$ cat src/rtl/uart_prog_pkg.sv
// Shared constants, state encoding and checksum helper for the UART program loader.
// Marker constants hold the oldest received byte in bits [31:24].
package uart_prog_pkg;

   localparam logic [31:0] START_MARK = 32'h5aa5_0ff0;
   localparam logic [31:0] END_MARK   = 32'hf00f_a55a;

   typedef enum logic [2:0] {
      IDLE  = 3'd0,
      RECV  = 3'd1,
      CHECK = 3'd2,
      DONE  = 3'd3,
      ERR   = 3'd4
   } state_t;

   localparam logic [1:0] ERR_NONE = 2'd0;
   localparam logic [1:0] ERR_OVF  = 2'd1;
   localparam logic [1:0] ERR_TMO  = 2'd2;
   localparam logic [1:0] ERR_CSUM = 2'd3;

   function automatic logic [7:0] word_sum(input logic [31:0] w);
      return w[7:0] + w[15:8] + w[23:16] + w[31:24];
   endfunction

endpackage

$ cat src/rtl/uart_prog_loader_marker_match.sv
// Four-byte sliding window over the byte stream with start/end marker comparators.
// Hits are evaluated on the window as it will look once the current byte is shifted in.
module prog_marker_match
   import uart_prog_pkg::*;
(
   input  logic        clk,
   input  logic        reset,
   input  logic        clear,
   input  logic        shift,
   input  logic [7:0]  data,
   output logic        start_hit,
   output logic        end_hit,
   output logic [31:0] window_next
);

   logic [31:0] window_r;

   // look-ahead window and marker compare
   always_comb begin
      window_next = {window_r[23:0], data};
      start_hit   = shift && (window_next == START_MARK);
      end_hit     = shift && (window_next == END_MARK);
   end

   // window register
   always_ff @(posedge clk) begin
      if (reset) begin
         window_r <= 32'h0000_0000;
      end else if (clear) begin
         window_r <= 32'h0000_0000;
      end else if (shift) begin
         window_r <= window_next;
      end else begin
         window_r <= window_r;
      end
   end

endmodule

$ cat src/rtl/uart_prog_loader.sv
// Stream-side program loader: hunts the start marker, packs payload little-endian into
// words written to instruction memory, and finishes on a word-aligned end marker.
module uart_prog_loader
   import uart_prog_pkg::*;
#(
   parameter int                ADDR_W      = 32,
   parameter logic [ADDR_W-1:0] BASE_ADDR   = ADDR_W'(32'h0000_0000),
   parameter int                DEPTH_WORDS = 1024,
   parameter int                TIMEOUT_CYC = 500000,
   parameter int                CHECKSUM_EN = 1
) (
   input  logic                                 clk,
   input  logic                                 reset,
   input  logic                                 rx_valid,
   input  logic [7:0]                           rx_data,
   output logic                                 mem_we,
   output logic [ADDR_W-1:0]                    mem_addr,
   output logic [31:0]                          mem_wdata,
   output logic                                 prog_busy,
   output logic                                 load_done,
   output logic                                 load_err,
   output logic [1:0]                           err_code,
   output logic [$clog2(DEPTH_WORDS+1)-1:0]     word_count
);

   localparam int CW = $clog2(DEPTH_WORDS + 1);
   localparam int TW = $clog2(TIMEOUT_CYC + 2);
   localparam logic [CW-1:0] DEPTH_LIM = CW'(DEPTH_WORDS);
   localparam logic [TW-1:0] TMO_LIM   = TW'(TIMEOUT_CYC);

   state_t        state_r, state_next_s;
   logic [1:0]    byte_idx_r;
   logic [7:0]    checksum_r;
   logic [TW-1:0] tmo_cnt_r;
   logic          start_hit_s, end_hit_s, shift_s, clear_s;
   logic [31:0]   window_next_s, word_s;
   logic          last_byte_s, full_s, tmo_s;
   logic          we_s, start_s, done_s, err_set_s;
   logic [1:0]    err_val_s;

   assign shift_s     = rx_valid && ((state_r == IDLE) || (state_r == RECV));
   assign clear_s     = (state_r == DONE) || (state_r == ERR);
   assign last_byte_s = (state_r == RECV) && rx_valid && (byte_idx_r == 2'd3);
   assign full_s      = (word_count == DEPTH_LIM);
   // the cycle after a byte the counter reads 1, so expiry lands TIMEOUT_CYC cycles after it
   assign tmo_s       = (TIMEOUT_CYC != 32'sd0) && !rx_valid && (tmo_cnt_r >= TMO_LIM - TW'(1'b1));
   // window holds the oldest byte high; the memory word wants it low
   assign word_s      = {window_next_s[7:0], window_next_s[15:8],
                         window_next_s[23:16], window_next_s[31:24]};

   prog_marker_match u_match (
      .clk         (clk),
      .reset       (reset),
      .clear       (clear_s),
      .shift       (shift_s),
      .data        (rx_data),
      .start_hit   (start_hit_s),
      .end_hit     (end_hit_s),
      .window_next (window_next_s)
   );

   // state register
   always_ff @(posedge clk) begin
      if (reset) begin
         state_r <= IDLE;
      end else begin
         state_r <= state_next_s;
      end
   end

   // next-state logic
   always_comb begin
      state_next_s = state_r;
      case (state_r)
         IDLE: begin
            if (start_hit_s) state_next_s = RECV;
            else             state_next_s = IDLE;
         end
         RECV: begin
            if (last_byte_s && end_hit_s) state_next_s = (CHECKSUM_EN != 32'sd0) ? CHECK : DONE;
            else if (last_byte_s && full_s) state_next_s = ERR;
            else if (tmo_s)                 state_next_s = ERR;
            else                            state_next_s = RECV;
         end
         CHECK: begin
            if (rx_valid)   state_next_s = (rx_data == checksum_r) ? DONE : ERR;
            else if (tmo_s) state_next_s = ERR;
            else            state_next_s = CHECK;
         end
         DONE:    state_next_s = IDLE;
         ERR:     state_next_s = IDLE;
         default: state_next_s = IDLE;
      endcase
   end

   // output decode feeding the registered outputs
   always_comb begin
      we_s      = 1'b0;
      start_s   = 1'b0;
      err_val_s = ERR_NONE;
      case (state_r)
         IDLE: start_s = start_hit_s;
         RECV: begin
            we_s = last_byte_s && !end_hit_s && !full_s;
            if (rx_valid) err_val_s = ERR_OVF;
            else          err_val_s = ERR_TMO;
         end
         CHECK: begin
            if (rx_valid) err_val_s = ERR_CSUM;
            else          err_val_s = ERR_TMO;
         end
         default: begin
            we_s    = 1'b0;
            start_s = 1'b0;
         end
      endcase
      done_s    = (state_next_s == DONE);
      err_set_s = (state_next_s == ERR);
   end

   // datapath, counters and sticky status
   always_ff @(posedge clk) begin
      if (reset) begin
         mem_we     <= 1'b0;
         mem_addr   <= {ADDR_W{1'b0}};
         mem_wdata  <= 32'h0000_0000;
         prog_busy  <= 1'b0;
         load_done  <= 1'b0;
         load_err   <= 1'b0;
         err_code   <= ERR_NONE;
         word_count <= {CW{1'b0}};
         byte_idx_r <= 2'd0;
         checksum_r <= 8'h00;
         tmo_cnt_r  <= {TW{1'b0}};
      end else begin
         mem_we    <= we_s;
         load_done <= done_s;
         prog_busy <= (state_next_s == RECV) || (state_next_s == CHECK);
         if (we_s) begin
            mem_addr  <= BASE_ADDR + (ADDR_W'(word_count) << 2);
            mem_wdata <= word_s;
         end
         if (start_s) begin
            word_count <= {CW{1'b0}};
            byte_idx_r <= 2'd0;
            checksum_r <= 8'h00;
            load_err   <= 1'b0;
            err_code   <= ERR_NONE;
         end else begin
            if (we_s) begin
               word_count <= word_count + CW'(1'b1);
               checksum_r <= checksum_r + word_sum(word_s);
            end
            if ((state_r == RECV) && rx_valid) byte_idx_r <= byte_idx_r + 2'd1;
            if (err_set_s) begin
               load_err <= 1'b1;
               err_code <= err_val_s;
            end
         end
         if (rx_valid)                                      tmo_cnt_r <= TW'(1'b1);
         else if ((state_r == RECV) || (state_r == CHECK))  tmo_cnt_r <= tmo_cnt_r + TW'(1'b1);
         else                                               tmo_cnt_r <= {TW{1'b0}};
      end
   end

endmodule

$ cat config.mk
export PLATFORM = sky130hd
export DESIGN_NAME = uart_prog_loader
export DESIGN_NICKNAME = d
export VERILOG_FILES = /design/src/rtl/uart_prog_pkg.sv /design/src/rtl/uart_prog_loader_marker_match.sv /design/src/rtl/uart_prog_loader.sv
export SDC_FILE = /design/constraint.sdc
export NUM_CORES = 1
export LEC_CHECK = 0
export CAP_MARGIN = 20
export CORE_MARGIN = 4
export CORE_UTILIZATION = 30
export CTS_BUF_LIST = sky130_fd_sc_hd__clkbuf_4
export CTS_CLUSTER_SIZE = 8
export DETAILED_ROUTE_END_ITERATION = 10
export GPL_TIMING_DRIVEN = 0
export SLEW_MARGIN = 20
export SYNTH_ARGS = -nofsm -noshare
export SYNTH_HDL_FRONTEND = slang
export SYNTH_SLANG_ARGS = --single-unit
export TNS_END_PERCENT = 30
$ cat constraint.sdc
create_clock -name clk -period 5.3 [get_ports clk]
set_input_delay 1.06 -clock clk [delete_from_list [all_inputs] [get_ports clk]]
set_output_delay 1.06 -clock clk [all_outputs]
set_load 0.05 [all_outputs]
==> impl_metrics.yaml <==
status:
  status: "complete, no violations"
synthesis:
  ys.warnings.count: 0
  synth-seq-cells: 116
  synth_top_family_by_area: "simple AND/OR/NAND/NOR gates"
  syn-instance-count: 703
  synth_adder_area_share_pct: 11.06
  synth_compound_area_share_pct: 10.32
  synth_common_cells: "nand2_1 (168), dfxtp_1 (116), a21oi_1 (84), inv_1 (49), nor2_1 (42)"
  synth-simple-area-share_pct: 23.61
  yosysMostFrequentCell: "nand2_1"
  synth_edf_count: 0
  synth_async_sr_flop_share_pct: 0
  synth.avg_cell_area_um2: 8.210
  synth_ff_type: "dfxtp_1"
  synth_area_leaders: "dfxtp_1 (40%), nand2_1 (11%), a21oi_1 (7.3%)"
  synth_mux_area_share_pct: 0.5419
  syn_area_um2: 5772
  synth_xor_area_share_pct: 5.463
  synth_top_area_share_pct: 40.23
  seq_area_frac_synth_pct: 40.23
  synth.largest_area_cell: "dfxtp_1"
  yosysUniqueCellTypes: 49
floorplan:
  rows: 50
  die-area_um2: 21520
  start_util_pct: 30.65
  core_area_um2: 18830
  fp.dieH_um: 146.7
  pin_count: 92
  die_w_um: 146.7
clocking:
  cts_max_level: 4
  clock_latency_ps: 540
  cts_made_buffers: 17
  clkSinkCount: 116
  ctsResizeCount: 0
  ctsHoldBuffers: 0
  cts-root-buf: "clkbuf_4"
  post-cts-setup-buffers: 0
  clockBufferDepth: 2
  cts_tree: "built"
  clkTransAtPathRegs_ps: 110
finish:
  fill_cells: 1978
  drive_gt1_share_pct: 8.252
  areaGrowthSynthToFinish_pct: 23.35
  nets: 861
  final_cell_area_um2: 7119
grt:
  grt_usage_pct: 13.95
  grt_pass1_vias: 4504
  grt_max_degree: 17
  grt_overflow: 0
  grt_antenna_before_repair: 1
  grt_pass1_wl_um: 23920
timing:
  max_freq_ghz: 0.2221
  setup_viol: 0
  finClkSkew_ps: 21.61
  slew-limit-headroom_pct: 47.71
  worstMarginPinSlew_ps: 777.1
  post-route-period-util_pct: 84.94
  fin_crit_ps: 4502
  hold-worst-slack_ps: 455.5
  rsz0062_at_grt: "false"
  fin_tns_setup_ps: 0
  report.final.slew_viol_count: 0
  finalHoldViolations: 0
worst_setup_path:
  critPathSlowestCell: "clkdlybuf4s50_1"
  worstSetupEndpointType: "flip-flop"
  slowest_delay_ps: 630
  crit_top_cell: "inv_1"
  worstSetupPathType: "in2reg"
  crit_required_ps: 5730
  cp_max_fo: 5
  crit_arrival_ps: 4930
  cp-start-kind: "primary input"
  crit_path_cell_trace: "clkdlybuf4s50_1 -> inv_1 -> fa_1 -> inv_1 -> fa_1 -> inv_1 -> fa_1 -> inv_1 -> ha_1 -> a21o_1 -> a21oi_1 -> nor2b_1 -> mux2_2 -> o21ai_0 -> a21oi_1"
power:
  cellLeakagePower_uw: 0.002629
  ir_drop_uv: 103.3
  power_density_nw_per_um2: 235.6
routing:
  wl_met3_um: 943
  drc_errors: 0
  first_pass_iters: 5
  wirelength_um: 14780
  routed-wl-met2_um: 6613
  drt.antenna.violating_nets: 0
  vias: 4851
  initialDrtViolationCount: 292
  vias_per_cell: 4.471
  drt-met1-wl_um: 6991
  wl_per_cell_um: 13.62
  top_layer_used: "met4"
place:
  portBuffers: 69
  place.gp.congestion: 0.8515
  dp_hpwl_um: 11100
  place_area_um2: 6863
run:
  max_cap_viol_count: 0
worst_hold_path:
  hp-class: "reg2reg"
==> worst max-delay path, delay by kind of cell <==
family | cells | cell delay (ps)
adder cells (fa/ha/maj) | 4 | 1880
buffers and inverters | 5 | 900
AO/OA/AOI/OAI | 4 | 740
multiplexers | 1 | 280
AND/OR/NAND/NOR | 1 | 80
==> metal layers <==
layer / global-route usage [%] / vias to the layer above
li1: - / 2474
met1: 18.64 / 2230
met2: 21.41 / 128
met3: 4.473 / 19
met4: 4.563 / 0
met5: 0 / -
==> layout by cell type (no fill, tap or decap), drive strengths merged, types with 7 or more instances in the layout <==
cell / instances
and3: 7
or3: 8
ha: 19
fa: 20
clkinv: 9
clkbuf: 38
nor2: 43
o21ai: 9
nand4: 7
inv: 50
xnor2: 23
a21oi: 84
conb: 21
xor2: 13
nand3: 13
nand2: 168
nor4: 12
clkdlybuf4s50: 69
dfxtp: 116
buf: 35
==> path summary, 6_finish.rpt <==
kind                       start             to  slack (ps)  cells past startpoint
max reg2reg  u_match.window_r[2]  checksum_r[6]        1610                     14
max                   rx_data[2]  checksum_r[6]         800                     15
min reg2reg             load_err       load_err         460                      2
min                     load_err       load_err         460                      2
==> cells by family (layout without fill, tap and decap cells) <==
group / count (synthesis) / count (layout)
multiplexers: 3 / 3
AO/OA/AOI/OAI: 110 / 110
XOR/XNOR: 36 / 36
adder cells (fa/ha/maj): 39 / 39
flip-flops: 116 / 116
other: 1 / 22
buffers and inverters: 105 / 206
AND/OR/NAND/NOR: 293 / 293
==> flip-flops by register name, summed over array words and instances (netlist names) <==
register,cells
mem_wdata,32
u_match.window_r,24
tmo_cnt_r,19
mem_addr,11
word_count,11
checksum_r,8
state_r,3
byte_idx_r,2
err_code,2
load_done,1
load_err,1
mem_we,1
prog_busy,1
==> power breakdown <==
group | total, uW | leakage (uW) | internal (uW) | switching (uW)
Combinational | 180 | 0.00156 | 66.4 | 114
Clock | 608 | 0.000130 | 271 | 336
Sequential | 890 | 0.000936 | 878 | 12.1
==> final cells by class <==
| class | instances | area (um^2) | share of cell area, % |
|---|---|---|---|
| multi-input cells | 502 | 3022 | 42.44 |
| flip-flops and latches | 116 | 2322 | 32.62 |
| repair buffers | 69 | 690.7 | 9.701 |
| well taps | 260 | 325.3 | 4.569 |
| plain buffers | 55 | 315.3 | 4.429 |
| inverters | 50 | 187.7 | 2.636 |
| clock buffers | 18 | 135.1 | 1.898 |
| clock inverters | 14 | 118.9 | 1.670 |
| diodes | 1 | 2.502 | 0.03515 |
==> metrics by stage <==
step | total power, uW | setup WS [ps] | cells | utilization [%]
2_1_floorplan | 1045 | 1224 | 723 | -
3_3_place_gp | 1088 | 287.4 | 1052 | 36.45
3_5_place_dp | 1090 | 263.7 | 1052 | 36.45
4_1_cts | 1701 | 855.2 | 1084 | 37.79
5_1_grt | 1760 | 717.3 | 1085 | 37.81
6_report | 1678 | 798.1 | 1085 | 37.81
No activity file was read; power rests on OpenSTA's default activity.
